## config.mk

```make
export PLATFORM = sky130hd
export DESIGN_NAME = vme_master_dts
export DESIGN_NICKNAME = d
export VERILOG_FILES = /design/src/rtl/vme_pkg.sv /design/src/rtl/vme_sync2.sv /design/src/rtl/vme_master_dts.sv
export SDC_FILE = /design/constraint.sdc
export NUM_CORES = 1
export LEC_CHECK = 0
export CORE_ASPECT_RATIO = 0.6
export CORE_MARGIN = 10
export CORE_UTILIZATION = 45
export DETAILED_ROUTE_END_ITERATION = 10
export HOLD_SLACK_MARGIN = 0.02
export PLACE_DENSITY = 0.78
export SYNTH_ARGS = -nofsm -noshare
export SYNTH_HDL_FRONTEND = slang
export SYNTH_SLANG_ARGS = --single-unit
```

## constraint.sdc

```tcl
create_clock -name clock -period 3.36 [get_ports clock]
set_clock_uncertainty 0.15 [all_clocks]
set_input_delay 0.336 -clock clock [delete_from_list [all_inputs] [get_ports clock]]
set_output_delay 0.336 -clock clock [all_outputs]
set_load 0.01 [all_outputs]
```

## src/rtl/vme_pkg.sv

```systemverilog
// vme_pkg: shared types and constants for the VME master data-transfer sequencer.
//   - state encoding for the transfer FSM
//   - VME address-modifier codes (A24/A32 x supervisor/user x program/data)
//   - 68030 DSACK encodings
//   - cycle-kind enum plus helpers that classify a latched request and pick its AM
package vme_pkg;

  typedef enum logic [2:0] {
    ST_IDLE,
    ST_SETUP,
    ST_STROBE,
    ST_ACK,
    ST_RELEASE
  } state_t;

  typedef enum logic [1:0] {
    LONG,
    WORD,
    BYTE_EVEN,
    BYTE_ODD
  } kind_t;

  localparam logic [5:0] AM_A24_SUP_DATA = 6'h3D;
  localparam logic [5:0] AM_A24_SUP_PROG = 6'h3E;
  localparam logic [5:0] AM_A24_USR_DATA = 6'h39;
  localparam logic [5:0] AM_A24_USR_PROG = 6'h3A;
  localparam logic [5:0] AM_A32_SUP_DATA = 6'h0D;
  localparam logic [5:0] AM_A32_SUP_PROG = 6'h0E;
  localparam logic [5:0] AM_A32_USR_DATA = 6'h09;
  localparam logic [5:0] AM_A32_USR_PROG = 6'h0A;

  localparam logic [1:0] DSACK_32   = 2'b00;
  localparam logic [1:0] DSACK_16   = 2'b01;
  localparam logic [1:0] DSACK_NONE = 2'b11;

  // Only an aligned long on a D32 build is moved in one go; everything else is
  // reduced to the first legal word or byte and the CPU re-runs the remainder.
  function automatic kind_t cycle_kind(input logic [1:0] siz, input logic [1:0] addr,
                                       input logic d32);
    if (d32 && siz == 2'b00 && addr == 2'b00) return LONG;
    if (siz == 2'b01 || addr[0])               return addr[0] ? BYTE_ODD : BYTE_EVEN;
    return WORD;
  endfunction

  // fc[2] = supervisor, fc[1:0] = 10 = program space
  function automatic logic [5:0] addr_mod(input logic [2:0] fc, input logic a32);
    logic [5:0] am;
    case ({a32, fc[2], fc[1:0] == 2'b10})
      3'b000:  am = AM_A24_USR_DATA;
      3'b001:  am = AM_A24_USR_PROG;
      3'b010:  am = AM_A24_SUP_DATA;
      3'b011:  am = AM_A24_SUP_PROG;
      3'b100:  am = AM_A32_USR_DATA;
      3'b101:  am = AM_A32_USR_PROG;
      3'b110:  am = AM_A32_SUP_DATA;
      default: am = AM_A32_SUP_PROG;
    endcase
    return am;
  endfunction

endpackage

```

## src/rtl/vme_sync2.sv

```systemverilog
// vme_sync2: two-flop synchroniser for an active-low asynchronous VME line.
//   clock, reset : system clock, async active-high reset (output resets to 1 = negated)
//   i_d          : asynchronous input
//   o_q          : synchronised output
module vme_sync2 (
  input  logic clock,
  input  logic reset,
  input  logic i_d,
  output logic o_q
);

  logic r_meta;
  logic r_sync;

  always_ff @(posedge clock or posedge reset) begin
    if (reset) begin
      r_meta <= 1'b1;
      r_sync <= 1'b1;
    end else begin
      r_meta <= i_d;
      r_sync <= r_meta;
    end
  end

  assign o_q = r_sync;

endmodule

```

## src/rtl/vme_master_dts.sv

```systemverilog
// vme_master_dts: VME master data-transfer sequencer between a 68030 bus
// interface and the VME backplane drivers, started once the arbiter grants the bus.
//   CPU side : request_vme, bus_acquired, cpu_as, cpu_ds, cpu_write, cpu_siz,
//              cpu_address (A1:A0), cpu_fc in; cpu_dsack, cpu_berr out (active low)
//   VME side : vme_as, vme_ds[1:0], vme_lword, vme_write, vme_address_mod out;
//              vme_dtack, vme_berr in (asynchronous, active low)
//   Data path: data_low_oe, d16_cross_oe, md32_cross_oe (active low), data_dir
//   timeout  : one-clock pulse when the STROBE watchdog expires
// Misaligned or partial requests are shrunk to the first legal VME cycle and
// answered as a 16-bit port so the CPU finishes the rest by dynamic sizing.
module vme_master_dts import vme_pkg::*; #(
  parameter int DATA_WIDTH     = 32,
  parameter int ADDR_A32       = 0,
  parameter int SETUP_CYCLES   = 2,
  parameter int TIMEOUT_CYCLES = 1024,
  parameter int RELEASE_CYCLES = 1
) (
  input  logic       clock,
  input  logic       reset,
  input  logic       request_vme,
  input  logic       bus_acquired,
  input  logic       cpu_as,
  input  logic       cpu_ds,
  input  logic       cpu_write,
  input  logic [1:0] cpu_siz,
  input  logic [1:0] cpu_address,
  input  logic [2:0] cpu_fc,
  output logic [1:0] cpu_dsack,
  output logic       cpu_berr,
  output logic       vme_as,
  output logic [1:0] vme_ds,
  output logic       vme_lword,
  output logic       vme_write,
  output logic [5:0] vme_address_mod,
  input  logic       vme_dtack,
  input  logic       vme_berr,
  output logic       timeout,
  output logic       data_low_oe,
  output logic       d16_cross_oe,
  output logic       md32_cross_oe,
  output logic       data_dir
);

  localparam int CNT_MAX = (SETUP_CYCLES > RELEASE_CYCLES) ? SETUP_CYCLES : RELEASE_CYCLES;
  localparam int CW      = $clog2(CNT_MAX + 1);
  localparam int WW      = $clog2(TIMEOUT_CYCLES + 1);
  localparam logic [CW-1:0] SETUP_LAST = CW'(SETUP_CYCLES - 1);
  localparam logic [CW-1:0] REL_DONE   = CW'(RELEASE_CYCLES);
  localparam logic [CW-1:0] CNT_TOP    = CW'(CNT_MAX);
  localparam logic [WW-1:0] WD_LIMIT   = WW'(TIMEOUT_CYCLES);
  localparam logic          D32        = (DATA_WIDTH == 32);

  state_t        r_state, w_next;
  logic [1:0]    r_siz, r_addr;
  logic [2:0]    r_fc;
  logic          r_write;
  logic          r_berr_resp;
  logic [CW-1:0] r_cnt;
  logic [WW-1:0] r_wdog;

  logic  w_dtack_s, w_berr_s;
  logic  w_start, w_wd_fire, w_rel_done, w_addr_phase, w_data_phase;
  kind_t w_kind;

  vme_sync2 u_sync_dtack (.clock(clock), .reset(reset), .i_d(vme_dtack), .o_q(w_dtack_s));
  vme_sync2 u_sync_berr  (.clock(clock), .reset(reset), .i_d(vme_berr),  .o_q(w_berr_s));

  // CPU-space cycles (fc = 111) never reach the backplane. A new cycle also
  // waits until the previous slave has released DTACK/BERR.
  assign w_start = !request_vme && !bus_acquired && !cpu_as && w_dtack_s && w_berr_s &&
                   (cpu_fc != 3'b111);
  assign w_kind     = cycle_kind(r_siz, r_addr, D32);
  assign w_wd_fire  = (r_wdog == WD_LIMIT);
  // >= because the shared counter may run past the release count when SETUP is longer
  assign w_rel_done = (r_cnt >= REL_DONE);

  // state register
  always_ff @(posedge clock or posedge reset) begin
    if (reset) r_state <= ST_IDLE;
    else       r_state <= w_next;
  end

  // next state
  always_comb begin
    w_next = r_state;
    case (r_state)
      ST_IDLE:    if (w_start) w_next = ST_SETUP;
      ST_SETUP:   if (cpu_as) w_next = ST_RELEASE;
                  else if (r_cnt >= SETUP_LAST && !cpu_ds) w_next = ST_STROBE;
      ST_STROBE:  if (cpu_as) w_next = ST_RELEASE;
                  else if (!w_dtack_s || !w_berr_s || w_wd_fire) w_next = ST_ACK;
      ST_ACK:     if (cpu_as) w_next = ST_RELEASE;
      ST_RELEASE: if (w_rel_done && w_dtack_s && w_berr_s) w_next = ST_IDLE;
      default:    w_next = ST_IDLE;
    endcase
  end

  // request latch, response type, setup/release counter, watchdog
  always_ff @(posedge clock or posedge reset) begin
    if (reset) begin
      r_siz       <= 2'b00;
      r_addr      <= 2'b00;
      r_fc        <= 3'b000;
      r_write     <= 1'b1;
      r_berr_resp <= 1'b0;
      r_cnt       <= '0;
      r_wdog      <= '0;
    end else begin
      if (r_state == ST_IDLE && w_start) begin
        r_siz   <= cpu_siz;
        r_addr  <= cpu_address;
        r_fc    <= cpu_fc;
        r_write <= cpu_write;
      end
      // BERR beats a simultaneous DTACK; a watchdog exit has neither, so it is a BERR too
      if (r_state == ST_STROBE && w_next == ST_ACK)
        r_berr_resp <= !w_berr_s || w_dtack_s;
      if (r_state != w_next)     r_cnt <= '0;
      else if (r_cnt != CNT_TOP) r_cnt <= r_cnt + 1'b1;
      if (r_state == ST_STROBE && w_next == ST_STROBE) r_wdog <= r_wdog + 1'b1;
      else                                              r_wdog <= '0;
    end
  end

  // outputs
  assign w_addr_phase = (r_state == ST_SETUP) || (r_state == ST_STROBE) || (r_state == ST_ACK) ||
                        (r_state == ST_RELEASE && !w_rel_done);
  assign w_data_phase = (r_state == ST_STROBE) || (r_state == ST_ACK);

  always_comb begin
    cpu_dsack       = DSACK_NONE;
    cpu_berr        = 1'b1;
    vme_as          = !w_addr_phase;
    vme_ds          = 2'b11;
    vme_lword       = 1'b1;
    vme_write       = 1'b1;
    vme_address_mod = 6'h00;
    timeout         = 1'b0;
    data_low_oe     = 1'b1;
    d16_cross_oe    = 1'b1;
    md32_cross_oe   = 1'b1;
    data_dir        = 1'b1;
    if (w_addr_phase) begin
      vme_address_mod = addr_mod(r_fc, ADDR_A32 != 0);
      vme_write       = r_write;
      vme_lword       = (w_kind != LONG);
      data_dir        = r_write;
    end
    if (w_data_phase) begin
      case (w_kind)
        LONG:      begin vme_ds = 2'b00; md32_cross_oe = 1'b0; data_low_oe = 1'b0; end
        WORD:      vme_ds = 2'b00;
        BYTE_EVEN: vme_ds = 2'b01;
        default:   vme_ds = 2'b10;
      endcase
      // the 68030 expects the addr[1]=0 half on D16-D31, VME D16 carries it on D0-D15
      if (w_kind != LONG) begin
        if (D32 && !r_addr[1]) d16_cross_oe = 1'b0;
        else                   data_low_oe  = 1'b0;
      end
    end
    if (r_state == ST_ACK) begin
      if (r_berr_resp) cpu_berr  = 1'b0;
      else             cpu_dsack = (w_kind == LONG) ? DSACK_32 : DSACK_16;
    end
    if (r_state == ST_STROBE && w_wd_fire && w_dtack_s && w_berr_s && !cpu_as)
      timeout = 1'b1;
  end

endmodule

```

# ---- Word level (Yosys, flattened, before mapping)
# Cells that the tools add are included.
dict set report totals {
  in_bits 16
  word_cells 112
  ff_bits 29
}
dict set report classes {
  n_lt_le_gt_ge 1
  reduce_logical 41
  muxes 39
  eq_ne 17
  add_sub_neg 2
}
# cell count
set ops {}
lappend ops {{6-bit one-hot mux with 4 select lines} 1}
lappend ops {{3-bit 2-to-1 mux} 7}
lappend ops {{1-bit 2-to-1 mux} 18}
lappend ops {{2-bit 2-to-1 mux} 9}
lappend ops {{1-bit logical AND} 17}
lappend ops {{3-bit one-hot mux with 5 select lines} 1}
lappend ops {{3-bit by 2-bit == test with 1-bit output (second input constant)} 4}
lappend ops {{11-bit by 1-bit adder with 11-bit output (second input constant)} 1}
lappend ops {{11-bit == test (second input constant)} 1}
lappend ops {{11-bit 2-to-1 mux} 1}
lappend ops {{2-bit == test (second input constant)} 4}
lappend ops {{1-bit logical NOT} 8}
lappend ops {{2-bit logical NOT} 4}
lappend ops {{1-bit logical OR} 8}
lappend ops {{2-bit by 1-bit == test with 1-bit output (second input constant)} 3}
lappend ops {{6-bit 2-to-1 mux} 1}
lappend ops {{2-bit one-hot mux with 2 select lines} 1}
lappend ops {{2-bit nonzero test} 2}
lappend ops {{3-bit by 1-bit == test with 1-bit output (second input constant)} 1}
lappend ops {{3-bit == test (second input constant)} 1}
lappend ops {{3-bit logical NOT} 1}
lappend ops {{3-bit != test} 1}
lappend ops {{3-bit != test (second input constant)} 1}
lappend ops {{2-bit by 1-bit adder with 2-bit output (second input constant)} 1}
lappend ops {{3 further kinds} 3}

# ---- Depth between registers and ports, before layout
dict set report logic_depth {
  depth_word 11
  mapped_depth 7
}

# ---- Cells and area by module
# Synthesis repeated with hierarchy kept, for this count alone.
dict set report unflattened {
  hier_cells 154
  hier_area_um2 1511.4
}
# module n_inst cells_each area_each_um2 seq_area_each_um2
set modules_own_cells {}
lappend modules_own_cells {vme_master_dts 1 148 1398.8 626.9}
lappend modules_own_cells {vme_sync2 2 3 56.3 52.6}

# ---- Worst setup path after synthesis
# Ideal clock, no wire load.
dict set report synth_path {
  path_type {register -> output}
  from {register r_state[0]}
  to {output port vme_address_mod[0]}
  n_path_buf 1
  path_stages_with_launch 6
  arrival_time_ps 1437
  required_time_ps 2874
  setup_slack_ps 1437
  cell_sequence {dfrtp_1 > buf_6 > nor2_1 > mux2i_1 > inv_1 > a21oi_1}
}
dict set report synth_between {
  elab_chain_len 5
}
# item line_no
set synth_lines {}
lappend synth_lines {{start: declaration} vme_master_dts.sv:53} ;# state_t r_state, w_next;
lappend synth_lines {{start signal: assignment} vme_master_dts.sv:80} ;# else r_state <= w_next;
lappend synth_lines {{3-bit by 1-bit == test with 1-bit output or 3-bit by 2-bit == test with 1-bit output (tied branches)} vme_master_dts.sv:126} ;# assign w_addr_phase = (r_state == ST_SETUP) || (r_state == ST_STROBE) || (r_state == ST_ACK) ||
lappend synth_lines {{1-bit logical OR (2 in a row)} vme_master_dts.sv:126}
lappend synth_lines {{1-bit logical OR (*)} vme_master_dts.sv:126}
lappend synth_lines {{via w_addr_phase} vme_master_dts.sv:62} ;# logic w_start, w_wd_fire, w_rel_done, w_addr_phase, w_data_phase;
lappend synth_lines {{6-bit 2-to-1 mux (*)} vme_master_dts.sv:143} ;# if (w_addr_phase) begin
lappend synth_lines {{end: declaration} vme_master_dts.sv:34} ;# output logic [5:0] vme_address_mod,
# The timed path passes the listed nets; every way through them passes the cells marked *.

# ---- Worst setup path after layout
dict set report layout_path {
  from {register r_state[0]}
  to {output port vme_address_mod[0]}
}
dict set report layout_between {
  elab_chain_len 5
}
# item line_no
set layout_lines {}
lappend layout_lines {{3-bit by 1-bit == test with 1-bit output or 3-bit by 2-bit == test with 1-bit output (tied branches)} vme_master_dts.sv:126}
lappend layout_lines {{1-bit logical OR (2 in a row)} vme_master_dts.sv:126}
lappend layout_lines {{1-bit logical OR (*)} vme_master_dts.sv:126}
lappend layout_lines {{6-bit 2-to-1 mux (*)} vme_master_dts.sv:143}
# Mark *: on every way between the ends. The rest lies on a longest branch, timed or not.

==> impl_metrics.yaml <==
synthesis:
  synthMuxAreaShare_pct: 8.07
  ys_ff_latch: 29
  syn_area_per_cell_um2: 10.4
  yosysSeqAreaShare_pct: 48.7
  netlist_instances: 145
  syn_area_um2: 1500
  synth-adder-area-share_pct: 3.33
  synth-xor-area-share_pct: 5.82
  synth-compound-area-share_pct: 5.91
  synth_area_leaders: "dfrtp_1 40%, dfstp_2 8.7%, mux2_2 6.7%"
  yosysTopAreaCell: "dfrtp_1"
  synth_cell_types: 33
  yosys.area_share.simple_pct: 22.0
  synth.top_cell.area_share_pct: 39.9
  syn-num-nets: 165
  yosysWarnings: 0
  synth_top_family_by_area: "simple AND/OR/NAND/NOR gates"
floorplanning:
  die_h_um: 64.8
  io_pins: 35
  die_x_um: 94.6
  die-area_um2: 6130
  core_area_um2: 3220
  num_rows: 16
  start_util_pct: 46.7
route:
  vias: 1143
  routed_wl_um: 3500
  drt_iter0_markers: 69
  vias_per_cell: 5.06
  avgRoutedWirePerCell_um: 15.5
  ant_nets: 0
  drc: 0
  drt-pass1-iter-count: 4
timing:
  fin_crit_sh_pct: 84.5
  drv_slew: 0
  relSlewSlack_pct: 29.2
  period_needed_ps: 2840
  final.setup.worst_slack_ps: 521
  worstMarginPinSlew_ps: 1060
  hold-worst-slack_ps: 206
  final.setup.tns_ps: 0
  clock.fmax_mhz: 352
  rsz0062_at_grt: "false"
  hold_viol_final: 0
  finalSetupViolations: 0
finish:
  syn2layout_area_growth_pct: 30.9
  drive_gt1_share_pct: 13.3
  antenna_cells: 0
  final_area_um2: 1970
  fin_cells: 226
  layout.nets: 200
  mostFrequentLayoutCells: "34 x clkdlybuf4s50_1, 24 x dfrtp_1, 21 x nor2_1"
  final_common_cell: "clkdlybuf4s50_1"
  finish.utilization_pct: 61.1
setup_path:
  required_ps: 2870
  crit_arrival_ps: 2350
  worstSetupStartpointType: "flip-flop"
  endpoint_kind: "output port"
  cp_max_fo: 9
  crit_type: "reg2out"
power:
  power.internal_mw: 0.781
  power_mw: 1.07
  peakVddDrop_mv: 0.236
  combPwrFrac_pct: 22.7
  seqPwrFrac_pct: 42.7
  clockPowerShare_pct: 34.7
  swShare_pct: 26.9
  p_leak_nw: 0.801
  p_switching_mw: 0.288
  p_per_area_nw_per_um2: 543
clock_network:
  cts_hold_buf: 0
  h-tree-depth: 2
  cts.sinks: 29
  clock_path_buffers: 2
  cts_tree: "yes"
  cts_resized: 0
  cts_root_buffer: "clkbuf_8"
  postCtsSetupBuffers: 0
  cts_buffers: 5
  clock_latency_ps: 280
  path_clk_slew_ps: 70
placed_design:
  placed_area_um2: 1850
  port_buffers: 34
  dp.cells: 218
  dpl_worst_slack_ps: 758
  gp_congestion: 0.786
  place_hpwl_um: 2770
outcome:
  outcome: "complete, no violations"
grt:
  gr-total-overflow: 0
  antenna_found_initial: 0
  grt_first_pass_wirelength_um: 5770
  grt_max_degree: 30
  grt_pass1_vias: 1183
  track_usage_pct: 11.9
run:
  maxCapViolCount: 0
min_path:
  min_path_type: "reg2reg"
-- kinds of logic (layout without fill, tap and decap cells) --
group	Yosys count	count (layout)
flops	29	29
fa+ha+maj	4	4
simple gates	61	61
xor+xnor	10	10
mux	11	11
compound gates	13	13
buf+inv	17	53
-- worst max-delay path, stage by stage (launching register included) --
cell and delay, ps:
dfrtp_1 510, nor2_1 220, mux2i_1 530, inv_1 120, a21oi_1 140, clkdlybuf4s50_1 560
-- cell usage after synthesis (all sizes together) --
cell type	count
nor4	2
dfstp	5
nand3b	1
nand3	6
nand4b	1
mux2	9
a311oi	1
and2	2
xnor2	5
and3	2
nand2	10
and4	1
nand4	5
a21oi	4
inv	11
o221ai	1
o32a	1
o21ai	2
buf	6
xor2	5
o21a	3
nor2	21
nor2b	2
a41oi	1
dfrtp	24
nand2b	3
nor3	4
ha	4
mux2i	2
nor4b	1
-- final cells by class --
type | count | area, µm²
Clock buffer | 6 | 82.6
Clock inverter | 2 | 37.5
Fill cell | 271 | 1250
Multi-Input combinational cell | 99 | 678
Tap cell | 45 | 56.3
Timing Repair Buffer | 34 | 340
Inverter | 11 | 41.3
Sequential cell | 29 | 732
-- power groups by stage --
stage | clock network [mW] | registers (mW) | logic (mW)
global placement | 0 | 0.457 | 0.231
CTS | 0.379 | 0.455 | 0.248
floorplan | 0 | 0.447 | 0.170
detailed placement | 0 | 0.460 | 0.247
finish | 0.371 | 0.456 | 0.242
global route | 0.397 | 0.464 | 0.270
-- worst paths after layout --
kind / from / end / slack [ps] / cells after the start
worst max register to register: r_wdog[0] / r_wdog[9] / 1240 / 6
worst min-delay path: u_sync_dtack.r_meta / u_sync_dtack.o_q / 210 / 0
worst min register to register: u_sync_dtack.r_meta / u_sync_dtack.o_q / 210 / 0
min in group asynchronous: reset / r_wdog[0] / 470 / 2
worst max-delay path: r_state[0] / vme_address_mod[0] / 520 / 5
max in group asynchronous: reset / r_fc[1] / 1940 / 2
-- metal layers --
layer  global-route usage, %  share of wire, %  vias up  routed length (µm)
met5                       0                 0        -                   0
met4                    4.46              0.77        0                  27
met3                    3.79               4.4        2                 153
met2                    19.3                50       28                1770
met1                    14.4                44      549                1550
li1                        -                 -      564                   -
-- flip-flops by register name, summed over array words and instances (netlist names) --
| register | flops |
|---|---|
| r_wdog | 11 |
| r_fc | 3 |
| r_state | 3 |
| r_addr | 2 |
| r_cnt | 2 |
| r_siz | 2 |
| r_berr_resp | 1 |
| r_write | 1 |
| u_sync_berr.o_q | 1 |
| u_sync_berr.r_meta | 1 |
| u_sync_dtack.o_q | 1 |
| u_sync_dtack.r_meta | 1 |
(Power assumes the default switching activity.)
==> RTL edit 1, RTL diff (same flow settings) <==
Encoding of `state_t`: now one-hot (5 bits for 5 states).
--- a/src/rtl/vme_pkg.sv
+++ b/src/rtl/vme_pkg.sv
@@ -7,8 +7,8 @@
 
-  typedef enum logic [2:0] {
-    ST_IDLE,
-    ST_SETUP,
-    ST_STROBE,
-    ST_ACK,
-    ST_RELEASE
+  typedef enum logic [4:0] {
+    ST_IDLE    = 5'b00001,
+    ST_SETUP   = 5'b00010,
+    ST_STROBE  = 5'b00100,
+    ST_ACK     = 5'b01000,
+    ST_RELEASE = 5'b10000
   } state_t;
Function: same outputs for any inputs over 10 cycles, from zero or initial values and one cycle with reset high; not proved beyond that.
==> RTL edit 1 against the original RTL <==
  * Critical path depth is 1 lower
  * Largest power group unchanged
  * Setup slack worse by 190 ps
  * Cell area grew 15%
  * Combinational power increased by 29%
  * Global-route usage rose by 0.72 points
  * Die area up 14%
  * Hold slack better by 0.63 ps
  * Sequential cell count rose by 2
  * Area after synthesis grew 19%
  * Total power is 11% higher
  * Largest cell class is now multi-input gates
  * Via count grew 31%
  * Routed wire length rose by 19%
==> RTL edit 1: results (changes against the original RTL) <==
- Met2 Track Usage GR: 0.151 (-0.0421)
- DR iter-0 viols: 170 (+150%)
- RD Place Congestion: 0.929 (+18%)
- Status: finished clean
- Share of cells above drive strength 1: 0.128 (-0.00484)
- Sequential fraction of the synthesis area: 0.436 (-0.0505)
- Capture point of the worst reg-to-reg path: r_cnt[0]
- Synth area leaders: dfrtp_1, dfstp_2, nor2_1
- Met2 routed WL: 1580 µm (-10%)
- Longest Clk Path Bufs: 2 (unchanged)
- Top Registers: r_wdog: 11 flops, r_state: 5 flops, r_fc: 3 flops
- Routed WL: 4160 µm (+19%)
- Met1 wire length: 2120 µm (+36%)
- Synth Area in XOR/XNOR: 0.0488 (-0.00946)
- First-pass GRT wire length: 6730 µm (+17%)
- Hold Startpoint: u_sync_berr.r_meta
- GR Util met3: 0.0565 (+0.0186)
- Htree depth: 2 (unchanged)
- Total CTS buffers: 5 (unchanged)
- Clock-net power: 0.367 mW (-1%)
- Worst r2r src: r_state[1]
- Post-Synth Adder-Cell Area: 0.0279 (-0.00540)
- Peak supply drop: 0.000333 V (+41%)
- Critical Path Fanout Max: 16 (+7)
- Worst skew pair latency: 290 ps
- Most frequent cells after synthesis: nor2_1, dfrtp_1, nand2_1
- WL met3: 389 µm (+150%)
- Largest net degree at the start of global routing: 32 (+6.7%)
- Worst EP arrival: 2550 ps (+200 ps)
- Hold EP: u_sync_berr.o_q
- Proportion of synthesized area in mux cells: 0.0669 (-0.0138)
- GRT Util Overall: 0.126 (+0.00719)
- Cell family with most CP delay: simple AND/OR/NAND/NOR gates
- Flop2flop setup slack: 900 ps (-340 ps)
- Layout fillers: 308 (+14%)
- LEAKAGE: 0.912 nW (+14%)
- CTS resizes: 0 (unchanged)
- Post-Synthesis Net Count: 214 (+30%)
- Fin nets: 246 (+23%)
- HPWL after detailed placement: 3190 µm (+15%)
- DR pass1 iterations: 4 (unchanged)
- Vias in the first global route: 1330 (+12%)
- Synth unique cells: 41 (+24%)
- Reg2Reg Depth: 5 (-1)
- Via density: 5.46 (+7.9%)
- Compound-Gate Fraction of Synth Area: 0.100 (+0.0413)
- Sw Ratio: 0.309 (+0.0399)
- Top Layer Used: met4
- Seq pwr share: 0.431 (+0.004)
- M1 GR Usage: 0.181 (+0.0371)
- Slew HR: 0.570 (+0.278)
-- RTL edit 1: cell types whose count changed after synthesis, sizes merged, moves of 3 or more --
cell / before / now
o21ai: 2 / 10
nor2: 21 / 27
or3: 0 / 6
a21oi: 4 / 8
nand2: 10 / 14
clkbuf: 0 / 3
nand2b: 3 / 6
nor4b: 1 / 4
o21a: 3 / 0
or4: 0 / 3
xnor2: 5 / 2
xor2: 5 / 8
-- RTL edit 1: cell type report --
class / instances / area, µm² / area share
multi-input combinational: 140 / 910 / 0.402
sequential: 31 / 783 / 0.346
timing repair buffer: 36 / 355 / 0.157
clock buffer: 5 / 68.8 / 0.0304
tap: 47 / 58.8 / 0.0260
inverter: 12 / 45.0 / 0.0199
clock inverter: 3 / 43.8 / 0.0193
-- RTL edit 1: through the flow --
step | std cells | hold slack, ps | power (mW) | worst slack (ps) | area [µm²]
2_1_floorplan | 194 | 190 | 0.738 | 1170 | 1800
3_3_place_gp | 266 | 197 | 0.813 | 692 | 2150
3_5_place_dp | 266 | 197 | 0.828 | 595 | 2150
4_1_cts | 274 | 208 | 1.20 | 270 | 2260
5_1_grt | 274 | 215 | 1.27 | 139 | 2260
6_report | 274 | 206 | 1.19 | 328 | 2260
-- RTL edit 1: worst max-delay path by stage --
stage / end / cells after the start / slack, ps / start
floorplan: vme_address_mod[0] / 6 / 1170 / r_state[1]
global route: vme_address_mod[0] / 9 / 140 / r_cnt[0]
detailed placement: vme_address_mod[0] / 9 / 590 / r_cnt[0]
finish: timeout / 4 / 330 / r_state[1]
CTS: vme_address_mod[0] / 9 / 270 / r_cnt[0]
global placement: vme_address_mod[0] / 9 / 690 / r_cnt[0]
==> RTL edit 2, RTL diff (same settings) <==
Made on the original files. The parameter `TIMEOUT_CYCLES` goes from 1024 to 2048.
--- a/src/rtl/vme_master_dts.sv
+++ b/src/rtl/vme_master_dts.sv
@@ -14,3 +14,3 @@
   parameter int SETUP_CYCLES   = 2,
-  parameter int TIMEOUT_CYCLES = 1024,
+  parameter int TIMEOUT_CYCLES = 2048,
   parameter int RELEASE_CYCLES = 1
Behaviour: same outputs for any inputs over 10 cycles, from zero or initial values and one cycle with reset high; that may be too few to reach the edited logic, so the function may still have changed.
==> RTL edit 2 against the original RTL <==
  * Area after synthesis rose by 8.5%
  * Routed wire length grew 12%
  * Non-clock buffer count unchanged
  * Sequential power up 4%
  * Combinational power increased by 20%
  * Setup slack better by 4.0 ps
  * Total power shrank 0.57%
  * First-iteration DRC count rose by 46%
  * Sequential cell count is 1 higher
  * Highest routed layer unchanged
  * Maximum frequency up 0.14%
  * Cell area rose by 4.4%
==> RTL edit 2: results (changes against the original RTL) <==
- LEAKAGE: 0.866 nW (+8.1%)
- HPWL after detailed placement: 2970 µm (+7.3%)
- Synth unique cells: 40 (+21%)
- Critical Path Fanout Max: 12 (+3)
- Fin nets: 212 (+6.0%)
- Top Registers: r_wdog: 12 flops, r_fc: 3 flops, r_state: 3 flops
- Worst-Margin Slew: 1090 ps (+28.9 ps)
- Largest net degree at the start of global routing: 31 (+3.3%)
- Peak supply drop: 0.000349 V (+48%)
- Status: finished clean
- First-pass GRT wire length: 6440 µm (+12%)
- Port-buffer cells: 34 (unchanged)
- Vias in the first global route: 1307 (+10%)
- Routed WL: 3920 µm (+12%)
- Most frequent cells after synthesis: dfrtp_1, nor2_1, nand2_1
- CP peak stage delay: 560 ps (about the same)
- Post-Synthesis Net Count: 180 (+9.1%)
- DR iter-0 viols: 101 (+46%)
- RD Place Congestion: 0.861 (+9.6%)
- Via density: 5.40 (+6.8%)
- DP Area: 0.00196 mm² (+6.0%)
- GRT Util Overall: 0.122 (+0.00346)
- Synth area leaders: dfrtp_1, dfstp_2, mux2_4
- Sequential fraction of the synthesis area: 0.464 (-0.0227)
- Share of cells above drive strength 1: 0.135 (+0.00212)
- DR pass1 iterations: 5 (+1)
[RTL edit 2: cell count changes after synthesis, sizes merged, moves of 2 or more]
cell   before  now
nor3        4    6
o21a        3    0
buf         6    8
nand2      10   13
a21oi       4    2
nand3       6    8
nand4       5    7
[RTL edit 2: metrics by stage]
step | cells | util | setup slack (ps) | total power [mW]
final | 238 | 0.611 | 525 | 1.06
after global routing | 238 | 0.611 | 320 | 1.13
after CTS | 238 | 0.611 | 538 | 1.07
after detailed placement | 230 | 0.583 | 855 | 0.769
after global placement | 230 | 0.583 | 917 | 0.746
after floorplan | 160 | - | 1370 | 0.670
[RTL edit 2: cell families (layout without fill, tap and decap cells)]
kind of cell / after synthesis / after routing / share of synthesized area
and+or+nand+nor: 75 / 75 / 0.252
DFF: 30 / 30 / 0.464
buffers and inverters: 19 / 52 / 0.0652
AOI/OAI and AO/OA: 11 / 11 / 0.0453
xor gates and xnor gates: 11 / 11 / 0.0590
muxes: 10 / 10 / 0.0844
adders and majority gates: 4 / 4 / 0.0307
[RTL edit 2: final timing paths]
path / start / end / slack, ps / cells past startpoint
setup / recovery: r_state[0] / vme_address_mod[0] / 530 / 5
hold reg to reg: u_sync_berr.r_meta / u_sync_berr.o_q / 210 / 0
setup reg to reg: r_wdog[0] / r_wdog[0] / 1310 / 6
min in group asynchronous: reset / r_state[1] / 480 / 2
hold / removal: u_sync_berr.r_meta / u_sync_berr.o_q / 210 / 0
max in group asynchronous: reset / r_cnt[1] / 1920 / 2
[RTL edit 2: layout make-up]
| cell class | count | area [µm²] |
|---|---|---|
| inverters | 10 | 37.5 |
| repair buffers | 34 | 340 |
| clock buffers | 6 | 82.6 |
| fillers | 288 | 1310 |
| multi-input cells | 111 | 768 |
| flip-flops and latches | 30 | 757 |
| well taps | 45 | 56.3 |
| clock inverters | 2 | 12.5 |
[RTL edit 2: power breakdown]
| part | switching [mW] | internal (mW) |
|---|---|---|
| combinational | 0.130 | 0.161 |
| sequential | 0.0501 | 0.422 |
| clock | 0.135 | 0.164 |
[RTL edit 2: per-layer routing]
metal / track usage / share of wire / up-vias / wire, µm
met3: 0.0371 / 0.049 / 6 / 192
met1: 0.141 / 0.43 / 627 / 1670
met2: 0.214 / 0.51 / 45 / 2010
met4: 0.0415 / 0.011 / 0 / 44
li1: - / - / 607 / -
met5: 0 / 0 / - / 0
